### src/rtl/btn_event_arbiter_pkg.sv
// Shared definitions for the button event arbiter.
//   BTN_N / BTN_IDW : default requester count and event id width
//   arb_state_t     : arbiter state encoding (IDLE, OFFER)
//   P1_UP..P2_DN    : button index assignments on the btn vector
package btn_event_arbiter_pkg;

  localparam int BTN_N   = 4;
  localparam int BTN_IDW = 2;

  typedef enum logic {
    IDLE  = 1'b0,
    OFFER = 1'b1
  } arb_state_t;

  localparam int P1_UP = 0;
  localparam int P1_DN = 1;
  localparam int P2_UP = 2;
  localparam int P2_DN = 3;

endpackage

### src/rtl/btn_event_arbiter_edge.sv
// N-bit two-flop rising-edge detector.
//   clk   : system clock
//   reset : asynchronous active-low reset, clears both flop stages
//   din   : synchronized button levels
//   rise  : one-cycle pulse per low-to-high transition of din[i]
module btn_event_arbiter_edge #(
  parameter int N = 4
) (
  input  logic         clk,
  input  logic         reset,
  input  logic [N-1:0] din,
  output logic [N-1:0] rise
);

  generate
    for (genvar gi = 0; gi < N; gi++) begin : g_bit
      logic d1_reg;
      logic d2_reg;

      always_ff @(posedge clk or negedge reset) begin
        if (!reset) begin
          d1_reg <= 1'b0;
          d2_reg <= 1'b0;
        end else begin
          d1_reg <= din[gi];
          d2_reg <= d1_reg;
        end
      end

      assign rise[gi] = d1_reg & ~d2_reg;
    end
  endgenerate

endmodule

### src/rtl/btn_event_arbiter.sv
// Round-robin arbiter sharing one event path among N button requesters.
//   clk       : system clock
//   reset     : asynchronous active-low reset
//   btn       : synchronized button levels, bit i = requester i
//   evt_valid : an event is offered to the consumer
//   evt_id    : index of the offered requester, stable while evt_valid=1
//   evt_ready : consumer accepts the offered event at this edge
//   pending   : registered pending-event flags
//   lost      : sticky flags, press dropped because pending[i] was already set
//   lost_clr  : clears all lost flags (a same-cycle new loss still sets)
module btn_event_arbiter
  import btn_event_arbiter_pkg::*;
#(
  parameter int N   = BTN_N,
  parameter int IDW = BTN_IDW
) (
  input  logic           clk,
  input  logic           reset,
  input  logic [N-1:0]   btn,
  output logic           evt_valid,
  output logic [IDW-1:0] evt_id,
  input  logic           evt_ready,
  output logic [N-1:0]   pending,
  output logic [N-1:0]   lost,
  input  logic           lost_clr
);

  logic [N-1:0]   rise;
  arb_state_t     state_reg, state_next;
  logic [N-1:0]   pending_reg, pending_next;
  logic [N-1:0]   lost_reg, lost_next;
  logic [IDW-1:0] ptr_reg, ptr_next;
  logic [IDW-1:0] evt_id_reg, evt_id_next;

  logic [IDW-1:0] winner;
  logic [IDW-1:0] cand;
  logic           found;
  logic           grant_fire;
  logic [N-1:0]   grant;

  btn_event_arbiter_edge #(.N(N)) u_edge (
    .clk   (clk),
    .reset (reset),
    .din   (btn),
    .rise  (rise)
  );

  // Round-robin search starting at ptr_reg, wrapping modulo N.
  always_comb begin
    winner = '0;
    cand   = '0;
    found  = 1'b0;
    for (int k = 0; k < N; k++) begin
      cand = IDW'((int'(ptr_reg) + k) % N);
      if (!found && pending_reg[cand]) begin
        found  = 1'b1;
        winner = cand;
      end
    end
  end

  // A new grant is possible when idle, or when the current offer is being
  // accepted this edge (back-to-back hand-over without a bubble).
  always_comb begin
    grant_fire = found && ((state_reg == IDLE) || evt_ready);
    grant      = '0;
    if (grant_fire) begin
      grant[winner] = 1'b1;
    end
  end

  always_comb begin
    state_next = state_reg;
    case (state_reg)
      IDLE:    if (grant_fire) state_next = OFFER;
      OFFER:   if (evt_ready && !grant_fire) state_next = IDLE;
      default: state_next = IDLE;
    endcase

    // Rise wins over grant-clear, so a press on the id being granted re-pends.
    pending_next = (pending_reg & ~grant) | rise;
    lost_next    = (lost_clr ? '0 : lost_reg) | (rise & pending_reg & ~grant);
    ptr_next     = grant_fire ? IDW'((int'(winner) + 1) % N) : ptr_reg;
    evt_id_next  = grant_fire ? winner : evt_id_reg;
  end

  always_ff @(posedge clk or negedge reset) begin
    if (!reset) begin
      state_reg   <= IDLE;
      pending_reg <= '0;
      lost_reg    <= '0;
      ptr_reg     <= '0;
      evt_id_reg  <= '0;
    end else begin
      state_reg   <= state_next;
      pending_reg <= pending_next;
      lost_reg    <= lost_next;
      ptr_reg     <= ptr_next;
      evt_id_reg  <= evt_id_next;
    end
  end

  assign evt_valid = (state_reg == OFFER);
  assign evt_id    = evt_id_reg;
  assign pending   = pending_reg;
  assign lost      = lost_reg;

endmodule

### config.mk
export PLATFORM = sky130hd
export DESIGN_NAME = btn_event_arbiter
export DESIGN_NICKNAME = d
export VERILOG_FILES = /design/src/rtl/btn_event_arbiter_pkg.sv /design/src/rtl/btn_event_arbiter_edge.sv /design/src/rtl/btn_event_arbiter.sv
export SDC_FILE = /design/constraint.sdc
export NUM_CORES = 1
export LEC_CHECK = 0
export CAP_MARGIN = 20
export CORE_MARGIN = 5
export CORE_UTILIZATION = 55
export CTS_BUF_LIST = sky130_fd_sc_hd__clkbuf_4 sky130_fd_sc_hd__clkbuf_8
export DETAILED_ROUTE_END_ITERATION = 10
export GPL_ROUTABILITY_DRIVEN = 0
export PLACE_DENSITY_LB_ADDON = 0.08
export SLEW_MARGIN = 10
export SYNTH_ARGS = -nofsm -noshare
export SYNTH_HDL_FRONTEND = slang
export SYNTH_SLANG_ARGS = --single-unit
### constraint.sdc
create_clock -name clk -period 2.9 [get_ports clk]
set_input_delay 0.29 -clock clk [delete_from_list [all_inputs] [get_ports clk]]
set_output_delay 0.29 -clock clk [all_outputs]
set_load 0.02 [all_outputs]
== Word level (Yosys, flattened, before mapping) ==
Cells that the tools add are included.

* Add/subtract/negate cells: 4
* Magnitude comparators: 6
* Mux-type cells: 23
* Bitwise operators: 15
* Reductions and logical operators: 11

{| class="wikitable"
|+ Operators with widths
! cell !! number
|-
| $lt A2 B3 Y1 const B || 5
|-
| $and A4 B4 Y4 || 3
|-
| $mux W1 || 11
|-
| $bmux W1 S2 || 4
|-
| $mux W2 || 4
|-
| $mux W4 || 2
|-
| $or A4 B4 Y4 || 2
|-
| $logic_and A1 B1 Y1 || 6
|-
| $not A1 Y1 || 5
|-
| $add A2 B1 Y2 const B || 2
|-
| $add A2 B2 Y2 const B || 2
|-
| $and A1 B1 Y1 || 4
|-
| $logic_not A1 Y1 || 4
|-
| $not A4 Y4 || 1
|-
| $demux W1 S2 || 1
|-
| $ge A2 B1 Y1 const B || 1
|-
| $pmux W1 S2 || 1
|-
| $logic_or A1 B1 Y1 || 1
|}

* Flip-flop bits (word level): 21
* Input bits: 8
* Output and inout bits: 11

== Logic depth before layout (Yosys ltp) ==
Gate-level depths: netlist (run 1).

* Depth after elaboration: 20
* Mapped depth: 9
* Mapped depth without buffers: 8

== Cells and area by module ==
Synthesis (run 1) repeated with hierarchy kept, for this count alone.

* Cells, all modules: 76
* Area, all modules: 914.6 sq um

{| class="wikitable"
|+ Modules (own cells, without submodules)
! module !! instances !! cells each !! area an instance (sq um) !! seq. area each (sq um)
|-
| btn_event_arbiter || 1 || 64 || 659.4 || 325.3
|-
| btn_event_arbiter_edge || 1 || 12 || 255.2 || 200.2
|}

== Least setup slack after synthesis (run 1) ==
OpenSTA, ideal clock, no wires.

* Kind: register to register
* From: register pending_reg[0], in the netlist pending[0]
* To: register lost_reg[1], in the netlist lost[1]
* Arrival time: 1.582 ns
* Data required time: 2.818 ns
* Path slack: 1.235 ns
* Cell stages (with the launch flop): 9
* Path buffers: 1
* Cells stage by stage: dfrtp_1 -> and2_1 -> a22o_1 -> or2_0 -> buf_2 -> ha_1 -> nand2_1 -> nand2_1 -> o22ai_1

* Word-level cells in the longest chain between the ends: 20
* Elaborated cells on any way between the ends: 32
* Classes of those cells: 2 x order compare; 19 x mux; 3 x bitwise; 8 x reduce/logical

{| class="wikitable"
|+ Ends and longest elaborated chain
! item !! line !! RTL
|-
| from (decl) || btn_event_arbiter.sv:30 || <nowiki>logic [N-1:0] pending_reg, pending_next;</nowiki>
|-
| from (signal assigned) || btn_event_arbiter.sv:96 || <nowiki>pending_reg <= pending_next;</nowiki>
|-
| $bmux W1 S2 || btn_event_arbiter.sv:55 || <nowiki>if (!found && pending_reg[cand]) begin</nowiki>
|-
| $mux W1 (not written as such) || btn_event_arbiter.sv:55 ||
|-
| $mux W1 || btn_event_arbiter.sv:55 ||
|-
| $logic_not A1 Y1 || btn_event_arbiter.sv:55 ||
|-
| $logic_and A1 B1 Y1 || btn_event_arbiter.sv:55 ||
|-
| $mux W1 || btn_event_arbiter.sv:55 ||
|-
| $logic_not A1 Y1 || btn_event_arbiter.sv:55 ||
|-
| $logic_and A1 B1 Y1 || btn_event_arbiter.sv:55 ||
|-
| (+5 left out) || -- ||
|-
| $logic_and A1 B1 Y1 (not written as such) || btn_event_arbiter.sv:68 || <nowiki>grant[winner] = 1'b1;</nowiki>
|-
| $mux W1 (not written as such) || btn_event_arbiter.sv:68 ||
|-
| $demux W1 S2 || btn_event_arbiter.sv:68 ||
|-
| $mux W4 * || btn_event_arbiter.sv:67 || <nowiki>if (grant_fire) begin</nowiki>
|-
| $not A4 Y4 * || btn_event_arbiter.sv:82 || <nowiki>lost_next = (lost_clr ? '0 : lost_reg) | (rise & pending_reg & ~grant);</nowiki>
|-
| $and A4 B4 Y4 * || btn_event_arbiter.sv:82 ||
|-
| $or A4 B4 Y4 * || btn_event_arbiter.sv:82 ||
|-
| named net lost_next[1] || btn_event_arbiter.sv:31 || <nowiki>logic [N-1:0] lost_reg, lost_next;</nowiki>
|-
| to (signal assigned) || btn_event_arbiter.sv:97 || <nowiki>lost_reg <= lost_next;</nowiki>
|-
| to (decl) || btn_event_arbiter.sv:31 ||
|}

Mark *: on every way through the listed nets, which the timed path passes. The rest lies on a longest branch. The select of a mux whose other input is x is not followed.
A chain may end at the register's enable or synchronous reset.

== Worst setup path after layout (run 1) ==
* From: register ptr_reg[1]
* To: register lost_reg[1], in the netlist lost[1]

* Word-level cells in the longest chain between the ends: 20
* Elaborated cells on any way between the ends: 35
* Classes of those cells: 3 x add/sub; 2 x order compare; 19 x mux; 3 x bitwise; 8 x reduce/logical

{| class="wikitable"
|+ Ends and longest elaborated chain
! item !! line !! RTL
|-
| from (decl) || btn_event_arbiter.sv:32 || <nowiki>logic [IDW-1:0] ptr_reg, ptr_next;</nowiki>
|-
| from (signal assigned) || btn_event_arbiter.sv:98 || <nowiki>ptr_reg <= ptr_next;</nowiki>
|-
| parallel branches: the longest is 16 deep, another holds $lt A2 B3 Y1 || -- ||
|-
| $mux W4 * || btn_event_arbiter.sv:67 ||
|-
| $not A4 Y4 * || btn_event_arbiter.sv:82 ||
|-
| $and A4 B4 Y4 * || btn_event_arbiter.sv:82 ||
|-
| $or A4 B4 Y4 * || btn_event_arbiter.sv:82 ||
|-
| named net lost_next[1] || btn_event_arbiter.sv:31 ||
|}

Mark *: on every way through the listed nets, which the timed path passes. The select of a mux whose other input is x is not followed.

==> run_summary.xml, run 1 <==
<?xml version="1.0" encoding="UTF-8"?>
<metrics>
  <group name="power">
    <metric name="switching_share" unit="%">39.0</metric>
    <metric name="p_seq_share" unit="%">41.0</metric>
    <metric name="switchingPower" unit="mW">0.427</metric>
    <metric name="power.density_cell_area" unit="nW/µm²">1000</metric>
    <metric name="comb_power_share" unit="%">46.9</metric>
    <metric name="internal-power" unit="mW">0.667</metric>
    <metric name="vdd.ir_drop.worst" unit="µV">663</metric>
    <metric name="power" unit="mW">1.09</metric>
    <metric name="clkPwrFrac" unit="%">12.1</metric>
    <metric name="leakagePower" unit="nW">0.474</metric>
  </group>
  <group name="setup_path">
    <metric name="startpoint_type" unit="">flop</metric>
    <metric name="crit_family" unit="">simple AND/OR/NAND/NOR gates</metric>
    <metric name="critical_path.slowest_cell" unit="">sky130_fd_sc_hd__dfrtp_1</metric>
    <metric name="r2r-end" unit="">lost[1]$_DFF_PN0_</metric>
    <metric name="cp-end-kind" unit="">flop</metric>
    <metric name="worst_path_most_repeated_cell" unit="">sky130_fd_sc_hd__nand2_1</metric>
    <metric name="crit_chain" unit="">nor2b_1 -&gt; a22o_1 -&gt; or2_0 -&gt; ha_1 -&gt; nand2_1 -&gt; nand2_1 -&gt; o22ai_1</metric>
    <metric name="critPathBufInv" unit="">0</metric>
    <metric name="critical_path_arrival" unit="ps">1940</metric>
    <metric name="crit_type" unit="">reg2reg</metric>
    <metric name="timing.critical_path.fanout_max" unit="">6</metric>
    <metric name="cp_data_required_time" unit="ps">3120</metric>
    <metric name="worstRegToRegCells" unit="">7</metric>
    <metric name="delay_of_the_slowest_cell_on_the_worst_path" unit="ps">440</metric>
    <metric name="register_to_register_setup_slack" unit="ps">1180</metric>
    <metric name="critical_path.reg2reg.startpoint" unit="">ptr_reg[1]$_DFFE_PN0P_</metric>
  </group>
  <group name="layout">
    <metric name="final_nets" unit="">111</metric>
    <metric name="final_layout_size_suffix_gt1_share" unit="%">10.0</metric>
    <metric name="stdcell_area" unit="µm²">1090</metric>
    <metric name="insertedDiodeCount" unit="">0</metric>
    <metric name="final_core_utilization" unit="%">72.3</metric>
    <metric name="post_layout_nonfiller_instances" unit="">116</metric>
    <metric name="flow.area_growth_from_synthesis" unit="%">25.7</metric>
  </group>
  <group name="die">
    <metric name="die_width" unit="µm">49.7</metric>
    <metric name="starting_density" unit="%">57.5</metric>
    <metric name="floorplan.core_area" unit="µm²">1510</metric>
    <metric name="rows" unit="">14</metric>
    <metric name="ioPinCount" unit="">19</metric>
    <metric name="dieArea" unit="µm²">2470</metric>
    <metric name="die_h" unit="µm">49.7</metric>
  </group>
  <group name="global_routing">
    <metric name="grt_pass1_wl" unit="µm">2590</metric>
    <metric name="globalRouteMet1Util" unit="%">17.9</metric>
    <metric name="initial_antenna_violation_count" unit="">0</metric>
    <metric name="grt.met2_usage" unit="%">20.8</metric>
    <metric name="grt_busiest_layer" unit="">met2</metric>
    <metric name="grt.met3_usage" unit="%">3.31</metric>
    <metric name="grt_remaining_overflow" unit="">0</metric>
    <metric name="grt_use_total" unit="%">13.0</metric>
    <metric name="grt_start_max_net_pins" unit="">22</metric>
    <metric name="grt_pass1_vias" unit="">614</metric>
  </group>
  <group name="route">
    <metric name="firstDrtPassIters" unit="">4</metric>
    <metric name="vias" unit="">629</metric>
    <metric name="drt-vias-per-instance" unit="">5.42</metric>
    <metric name="post_drt_wl_per_cell" unit="µm">12.9</metric>
    <metric name="drt_drc_violations_left" unit="">0</metric>
    <metric name="drt.antenna.violating_nets" unit="">0</metric>
    <metric name="drtIter0Drc" unit="">13</metric>
    <metric name="post_detailed_routing_wire_length" unit="µm">1500</metric>
  </group>
  <group name="cts">
    <metric name="worst_skew_pair.late_latency" unit="ps">290</metric>
    <metric name="htree_num_levels" unit="">1</metric>
    <metric name="postCtsSetupRepairBufs" unit="">0</metric>
    <metric name="cts_tree" unit="">done</metric>
    <metric name="post_cts_resize_count" unit="">0</metric>
    <metric name="numClockSinks" unit="">21</metric>
    <metric name="cts_buffer_depth" unit="">2</metric>
    <metric name="cts_inserted_buffers" unit="">3</metric>
    <metric name="ctsHoldBuffers" unit="">0</metric>
    <metric name="clkSlewWorstSetupHoldPaths" unit="ps">120</metric>
    <metric name="cts-root-buf" unit="">sky130_fd_sc_hd__clkbuf_4</metric>
  </group>
  <group name="placed_design">
    <metric name="dp.final_hpwl" unit="µm">1170</metric>
    <metric name="placed_cell_area" unit="µm²">1060</metric>
    <metric name="placedCellCount" unit="">112</metric>
    <metric name="preCtsSetupSlack" unit="ps">1220</metric>
    <metric name="portBuffers" unit="">18</metric>
  </group>
  <group name="timing">
    <metric name="slew_viol_final" unit="">0</metric>
    <metric name="setup_repair_after_global_routing_missed_its_margin" unit="">false</metric>
    <metric name="setup-violations-final" unit="">0</metric>
    <metric name="max_freq" unit="GHz">0.581</metric>
    <metric name="hold_viol_final" unit="">0</metric>
    <metric name="worstMarginPinSlew" unit="ps">918</metric>
    <metric name="relative_slew_slack" unit="%">38.6</metric>
    <metric name="final_sum_of_negative_setup_slack" unit="ps">0</metric>
    <metric name="fin_skew" unit="ps">11.8</metric>
    <metric name="timing.final.crit_share" unit="%">59.4</metric>
    <metric name="finalWorstPathRequiredPeriod" unit="ps">1720</metric>
    <metric name="hold-worst-slack" unit="ps">378</metric>
    <metric name="fin_ws" unit="ps">1180</metric>
  </group>
  <group name="worst_hold_path">
    <metric name="worstHoldEndpoint" unit="">u_edge.g_bit[0].d2_reg$_DFF_PN0_</metric>
    <metric name="min-delay-start" unit="">u_edge.g_bit[0].d1_reg$_DFF_PN0_</metric>
    <metric name="holdPathStages" unit="">0</metric>
    <metric name="holdCritPathClass" unit="">reg2reg</metric>
  </group>
  <group name="outcome">
    <metric name="outcome" unit="">complete, no violations</metric>
  </group>
  <group name="synthesis">
    <metric name="ys.warnings.count" unit="">0</metric>
    <metric name="synth.top_cells.by_area" unit="">sky130_fd_sc_hd__dfrtp_1 61%, sky130_fd_sc_hd__nand2b_1 3.6%, sky130_fd_sc_hd__nor2b_1 3.6%</metric>
    <metric name="netlist.area_leader.share" unit="%">60.7</metric>
    <metric name="synth_sequential_area_ratio" unit="%">60.7</metric>
    <metric name="synth.cell_area" unit="µm²">866</metric>
    <metric name="ys_seq_elements" unit="">21</metric>
    <metric name="syn-instance-count" unit="">79</metric>
    <metric name="yosys.cell_types.count" unit="">27</metric>
    <metric name="syn_avg_cell_area" unit="µm²">11.0</metric>
    <metric name="synth_top_area_cell" unit="">sky130_fd_sc_hd__dfrtp_1</metric>
    <metric name="syn_nets" unit="">89</metric>
  </group>
  <group name="flow_run">
    <metric name="maxCapViolCount" unit="">0</metric>
  </group>
</metrics>
synth_stat cells:
cell,instances
sky130_fd_sc_hd__a31oi_1,2
sky130_fd_sc_hd__nor2b_1,5
sky130_fd_sc_hd__o221ai_1,1
sky130_fd_sc_hd__and2_1,1
sky130_fd_sc_hd__nand2b_1,5
sky130_fd_sc_hd__or2_0,1
sky130_fd_sc_hd__or2_2,1
sky130_fd_sc_hd__o21ba_2,1
sky130_fd_sc_hd__nor4_1,1
sky130_fd_sc_hd__buf_2,1
sky130_fd_sc_hd__o32a_1,1
sky130_fd_sc_hd__ha_1,2
sky130_fd_sc_hd__inv_1,4
sky130_fd_sc_hd__dfrtp_1,21
sky130_fd_sc_hd__nand3b_1,1
sky130_fd_sc_hd__a22o_1,1
sky130_fd_sc_hd__nor3_1,1
sky130_fd_sc_hd__a21oi_1,3
sky130_fd_sc_hd__a21boi_0,1
sky130_fd_sc_hd__mux2_2,1
sky130_fd_sc_hd__nor2_1,7
sky130_fd_sc_hd__inv_2,1
sky130_fd_sc_hd__o21ai_0,4
sky130_fd_sc_hd__a21o_2,1
sky130_fd_sc_hd__o211a_2,1
sky130_fd_sc_hd__nand2_1,8
sky130_fd_sc_hd__o22ai_1,2
per-layer routing:
metal  vias up  wire length, µm
met1       302              684
li1        311                -
met3         0               93
met5         -                0
met2        16              720
met4         0                0
cells in the final DEF, fill, tap and decap left out, drive strengths merged, types with 2 or more instances in the layout:
cell type,n
nor2,7
nor2b,5
clkdlybuf4s50,18
a31oi,2
ha,2
dfrtp,21
or2,2
clkbuf,3
a21oi,3
nand2,8
inv,5
o22ai,2
nand2b,5
o21ai,4
final cells by class:
type,count,area (µm²)
Sequential cell,21,526
Fill cell,114,418
Multi-Input combinational cell,52,317
Timing Repair Buffer,18,180
Clock buffer,3,22.5
Tap cell,16,20.0
Inverter,5,18.8
Clock inverter,1,5.00
how the worst max path moves through the flow:
stage,startpoint,to,slack [ps],depth (start not counted)
2_1_floorplan,pending[0]$_DFF_PN0_,lost[1]$_DFF_PN0_,1240,8
3_3_place_gp,evt_ready,evt_id[0]$_DFFE_PN0P_,1230,4
3_5_place_dp,evt_ready,evt_id[0]$_DFFE_PN0P_,1220,4
4_1_cts,pending[3]$_DFF_PN0_,pending[3],1190,1
5_1_grt,pending[1]$_DFF_PN0_,lost[2]$_DFF_PN0_,1050,8
6_report,ptr_reg[1]$_DFFE_PN0P_,lost[1]$_DFF_PN0_,1180,7
power by group through the flow:
stage | Clock [mW] | Combinational (mW) | Sequential [mW]
after global placement | 0 | 0.505 | 0.451
final | 0.132 | 0.513 | 0.449
after global routing | 0.155 | 0.564 | 0.465
after detailed placement | 0 | 0.517 | 0.454
after CTS | 0.137 | 0.519 | 0.448
after floorplan | 0 | 0.263 | 0.511
worst register-to-register path: stages (launching register included):
cell and delay (ps):
sky130_fd_sc_hd__dfrtp_1 440, sky130_fd_sc_hd__nor2b_1 160, sky130_fd_sc_hd__a22o_1 230, sky130_fd_sc_hd__or2_0 310, sky130_fd_sc_hd__ha_1 230, sky130_fd_sc_hd__nand2_1 50
sky130_fd_sc_hd__nand2_1 60, sky130_fd_sc_hd__o22ai_1 150
logic make-up after synthesis:
group / after synthesis / synth area share [%]
flops: 21 / 60.7
buf+inv: 6 / 2.74
compound gates: 18 / 14.3
mux: 1 / 1.30
fa+ha+maj: 2 / 2.89
simple gates: 31 / 18.1
No activity file was read; power rests on OpenSTA's default activity.
==> run 2: changes to the inputs <==
--- a/config.mk
+++ b/config.mk
@@ -7,7 +7,7 @@
 export LEC_CHECK = 0
 export CAP_MARGIN = 20
 export CORE_MARGIN = 5
-export CORE_UTILIZATION = 55
+export CORE_UTILIZATION = 51
 export CTS_BUF_LIST = sky130_fd_sc_hd__clkbuf_4 sky130_fd_sc_hd__clkbuf_8
 export DETAILED_ROUTE_END_ITERATION = 10
 export GPL_ROUTABILITY_DRIVEN = 0
==> constraint.sdc (replaced) <==
create_clock -name clk -period 1.7 [get_ports clk]
set_input_delay 0.17 -clock clk [delete_from_list [all_inputs] [get_ports clk]]
set_output_delay 0.17 -clock clk [all_outputs]
set_load 0.02 [all_outputs]
==> run 2 against run 1 <==
Against the previous run:
- count of clock-buffer cells in the layout is 1 higher
- sequential power is 66% higher
- clock power is 92% higher
- highest routed layer is now met4
- critical path depth is 5 lower
- total power is 85% higher
- non-clock buffer count is 7 higher
- hold slack worse by 190 ps
- global-route usage is 2.3 points higher
- sequential share of layout area is 2.9 points lower
- sequential cell count stayed put
==> run_summary.xml, run 2 (synthesized netlist as in run 1, its figures left out) <==
<?xml version="1.0" encoding="UTF-8"?>
<metrics>
  <group name="outcome">
    <metric name="outcome" unit="">complete, no violations</metric>
  </group>
  <group name="layout">
    <metric name="flow.area_growth_from_synthesis" unit="%">34.1</metric>
    <metric name="final.fill_count" unit="">105</metric>
    <metric name="stdcell_area" unit="µm²">1160</metric>
    <metric name="insertedDiodeCount" unit="">0</metric>
    <metric name="final_layout_size_suffix_gt1_share" unit="%">20.6</metric>
    <metric name="multi_input_comb_area" unit="µm²">330</metric>
    <metric name="layout.cells.most_common" unit="">sky130_fd_sc_hd__dfrtp_1</metric>
    <metric name="final_nets" unit="">118</metric>
    <metric name="post_layout_nonfiller_instances" unit="">123</metric>
    <metric name="final_cell_mix" unit="">20 x sky130_fd_sc_hd__dfrtp_1, 17 x sky130_fd_sc_hd__clkdlybuf4s50_1, 7 x sky130_fd_sc_hd__nand2_1, 7 x sky130_fd_sc_hd__nor2_1, 7 x sky130_fd_sc_hd__buf_4</metric>
    <metric name="regArea" unit="µm²">527</metric>
  </group>
  <group name="die">
    <metric name="rows" unit="">14</metric>
    <metric name="dieArea" unit="µm²">2620</metric>
    <metric name="ioPinCount" unit="">19</metric>
    <metric name="die_h" unit="µm">51.2</metric>
    <metric name="die_width" unit="µm">51.2</metric>
    <metric name="starting_density" unit="%">55.5</metric>
    <metric name="floorplan.core_area" unit="µm²">1560</metric>
  </group>
  <group name="setup_path">
    <metric name="critical_path_arrival" unit="ps">1470</metric>
    <metric name="critical_path.slowest_cell" unit="">sky130_fd_sc_hd__clkdlybuf4s50_1</metric>
    <metric name="timing.critical_path.fanout_max" unit="">4</metric>
    <metric name="r2r-end" unit="">pending[2]$_DFF_PN0_</metric>
    <metric name="register_to_register_setup_slack" unit="ps">120</metric>
    <metric name="startpoint_type" unit="">flop</metric>
    <metric name="cp_data_required_time" unit="ps">1530</metric>
    <metric name="delay_of_the_slowest_cell_on_the_worst_path" unit="ps">600</metric>
    <metric name="critical_path.reg2reg.startpoint" unit="">ptr_reg[0]$_DFFE_PN0P_</metric>
    <metric name="crit_family" unit="">buffers and inverters</metric>
    <metric name="crit_chain" unit="">buf_4 -&gt; clkdlybuf4s50_1</metric>
    <metric name="critPathBufInv" unit="">2</metric>
    <metric name="worstRegToRegCells" unit="">8</metric>
    <metric name="cp-end-kind" unit="">primary output</metric>
    <metric name="crit_type" unit="">reg2out</metric>
  </group>
  <group name="route">
    <metric name="firstDrtPassIters" unit="">4</metric>
    <metric name="drt.antenna.violating_nets" unit="">0</metric>
    <metric name="drt-vias-per-instance" unit="">5.37</metric>
    <metric name="drt_drc_violations_left" unit="">0</metric>
    <metric name="vias" unit="">661</metric>
    <metric name="drtIter0Drc" unit="">8</metric>
    <metric name="post_detailed_routing_wire_length" unit="µm">1640</metric>
    <metric name="post_drt_wl_per_cell" unit="µm">13.3</metric>
  </group>
  <group name="global_routing">
    <metric name="grt_remaining_overflow" unit="">0</metric>
    <metric name="initial_antenna_violation_count" unit="">0</metric>
    <metric name="grt_pass1_wl" unit="µm">2860</metric>
    <metric name="grt_use_total" unit="%">15.4</metric>
    <metric name="grt_pass1_vias" unit="">603</metric>
    <metric name="grt_start_max_net_pins" unit="">22</metric>
  </group>
  <group name="placed_design">
    <metric name="placedCellCount" unit="">117</metric>
    <metric name="placed_cell_area" unit="µm²">1100</metric>
    <metric name="portBuffers" unit="">18</metric>
    <metric name="dp.final_hpwl" unit="µm">1260</metric>
  </group>
  <group name="power">
    <metric name="leakagePower" unit="nW">0.513</metric>
    <metric name="vdd.ir_drop.worst" unit="µV">914</metric>
    <metric name="power.density_cell_area" unit="nW/µm²">1740</metric>
    <metric name="power" unit="mW">2.02</metric>
  </group>
  <group name="worst_hold_path">
    <metric name="holdCritPathClass" unit="">in2async</metric>
  </group>
  <group name="cts">
    <metric name="numClockSinks" unit="">21</metric>
    <metric name="cts_inserted_buffers" unit="">3</metric>
    <metric name="cts_tree" unit="">done</metric>
    <metric name="ctsHoldBuffers" unit="">0</metric>
    <metric name="worst_skew_pair.late_latency" unit="ps">300</metric>
    <metric name="clkSlewWorstSetupHoldPaths" unit="ps">110</metric>
    <metric name="cts_buffer_depth" unit="">2</metric>
    <metric name="cts-root-buf" unit="">sky130_fd_sc_hd__clkbuf_4</metric>
    <metric name="htree_num_levels" unit="">1</metric>
  </group>
  <group name="timing">
    <metric name="slew_viol_final" unit="">0</metric>
    <metric name="worstMarginPinSlew" unit="ps">416</metric>
    <metric name="setup_repair_after_global_routing_missed_its_margin" unit="">false</metric>
    <metric name="timing.final.crit_share" unit="%">96.4</metric>
    <metric name="hold_viol_final" unit="">0</metric>
    <metric name="relative_slew_slack" unit="%">72.2</metric>
    <metric name="fin_skew" unit="ps">6.81</metric>
    <metric name="finalWorstPathRequiredPeriod" unit="ps">1640</metric>
    <metric name="setup-violations-final" unit="">0</metric>
    <metric name="max_freq" unit="GHz">0.610</metric>
  </group>
  <group name="flow_run">
    <metric name="maxCapViolCount" unit="">0</metric>
  </group>
</metrics>
## run 2: through the flow
step / TNS (ps) / setup slack, ps / util (%) / hold WS (ps)
6_report: 0 / 61.2 / 74.5 / 192
5_1_grt: 0 / 11.7 / 74.5 / 207
4_1_cts: 0 / 11.8 / 72.5 / 199
3_5_place_dp: -1.18 / -1.18 / 70.5 / 362
3_3_place_gp: 0 / 18.1 / 70.5 / 355
2_1_floorplan: 0 / 35.5 / - / -126
## run 2: per-layer routing
metal	vias to the layer above	wire [µm]	GRT usage, %
met3	4	131	4.07
li1	324	-	-
met4	0	42	9.42
met2	23	731	23.0
met1	310	734	19.9
met5	-	0	0
## run 2: timing repair
item,CTS,global route
gates cloned,0,0
gates resized for setup,2,5
endpoints found under the setup margin,1,5
pin swaps,0,2
buffers inserted,0,2
## run 2: power by group
part           switching [mW]  internal, mW  total [mW]
clock network           0.145         0.108       0.253
registers               0.111         0.636       0.747
logic                   0.509         0.515        1.02
total                   0.766          1.26        2.02
## run 2: area by class of cell
| cell class | count | area share, % |
|---|---|---|
| Clock buffer | 4 | 2.59 |
| Sequential cell | 21 | 45.4 |
| Inverter | 5 | 1.62 |
| Multi-Input combinational cell | 52 | 28.4 |
| Timing Repair Buffer | 25 | 20.3 |
| Tap cell | 16 | 1.72 |
## run 2: worst max-delay path by stage
stage	start	endpoint	slack (ps)	cells after the start
after floorplan	pending[0]$_DFF_PN0_	lost[1]$_DFF_PN0_	40	8
after global placement	pending[0]$_DFF_PN0_	lost[1]$_DFF_PN0_	20	7
after detailed placement	pending[0]$_DFF_PN0_	lost[1]$_DFF_PN0_	-1	7
after CTS	ptr_reg[1]$_DFFE_PN0P_	lost[1]$_DFF_PN0_	10	7
after global routing	pending[1]$_DFF_PN0_	pending[1]	10	2
final	pending[1]$_DFF_PN0_	pending[1]	60	2
==> run 3: changes to the inputs <==
--- a/config.mk
+++ b/config.mk
@@ -12,7 +12,6 @@
 export DETAILED_ROUTE_END_ITERATION = 10
 export GPL_ROUTABILITY_DRIVEN = 0
 export PLACE_DENSITY_LB_ADDON = 0.08
-export SLEW_MARGIN = 10
 export SYNTH_ARGS = -nofsm -noshare
 export SYNTH_HDL_FRONTEND = slang
 export SYNTH_SLANG_ARGS = --single-unit
==> results of run 3 <==
Final layout, timing and power as in run 2 (identical DEF).
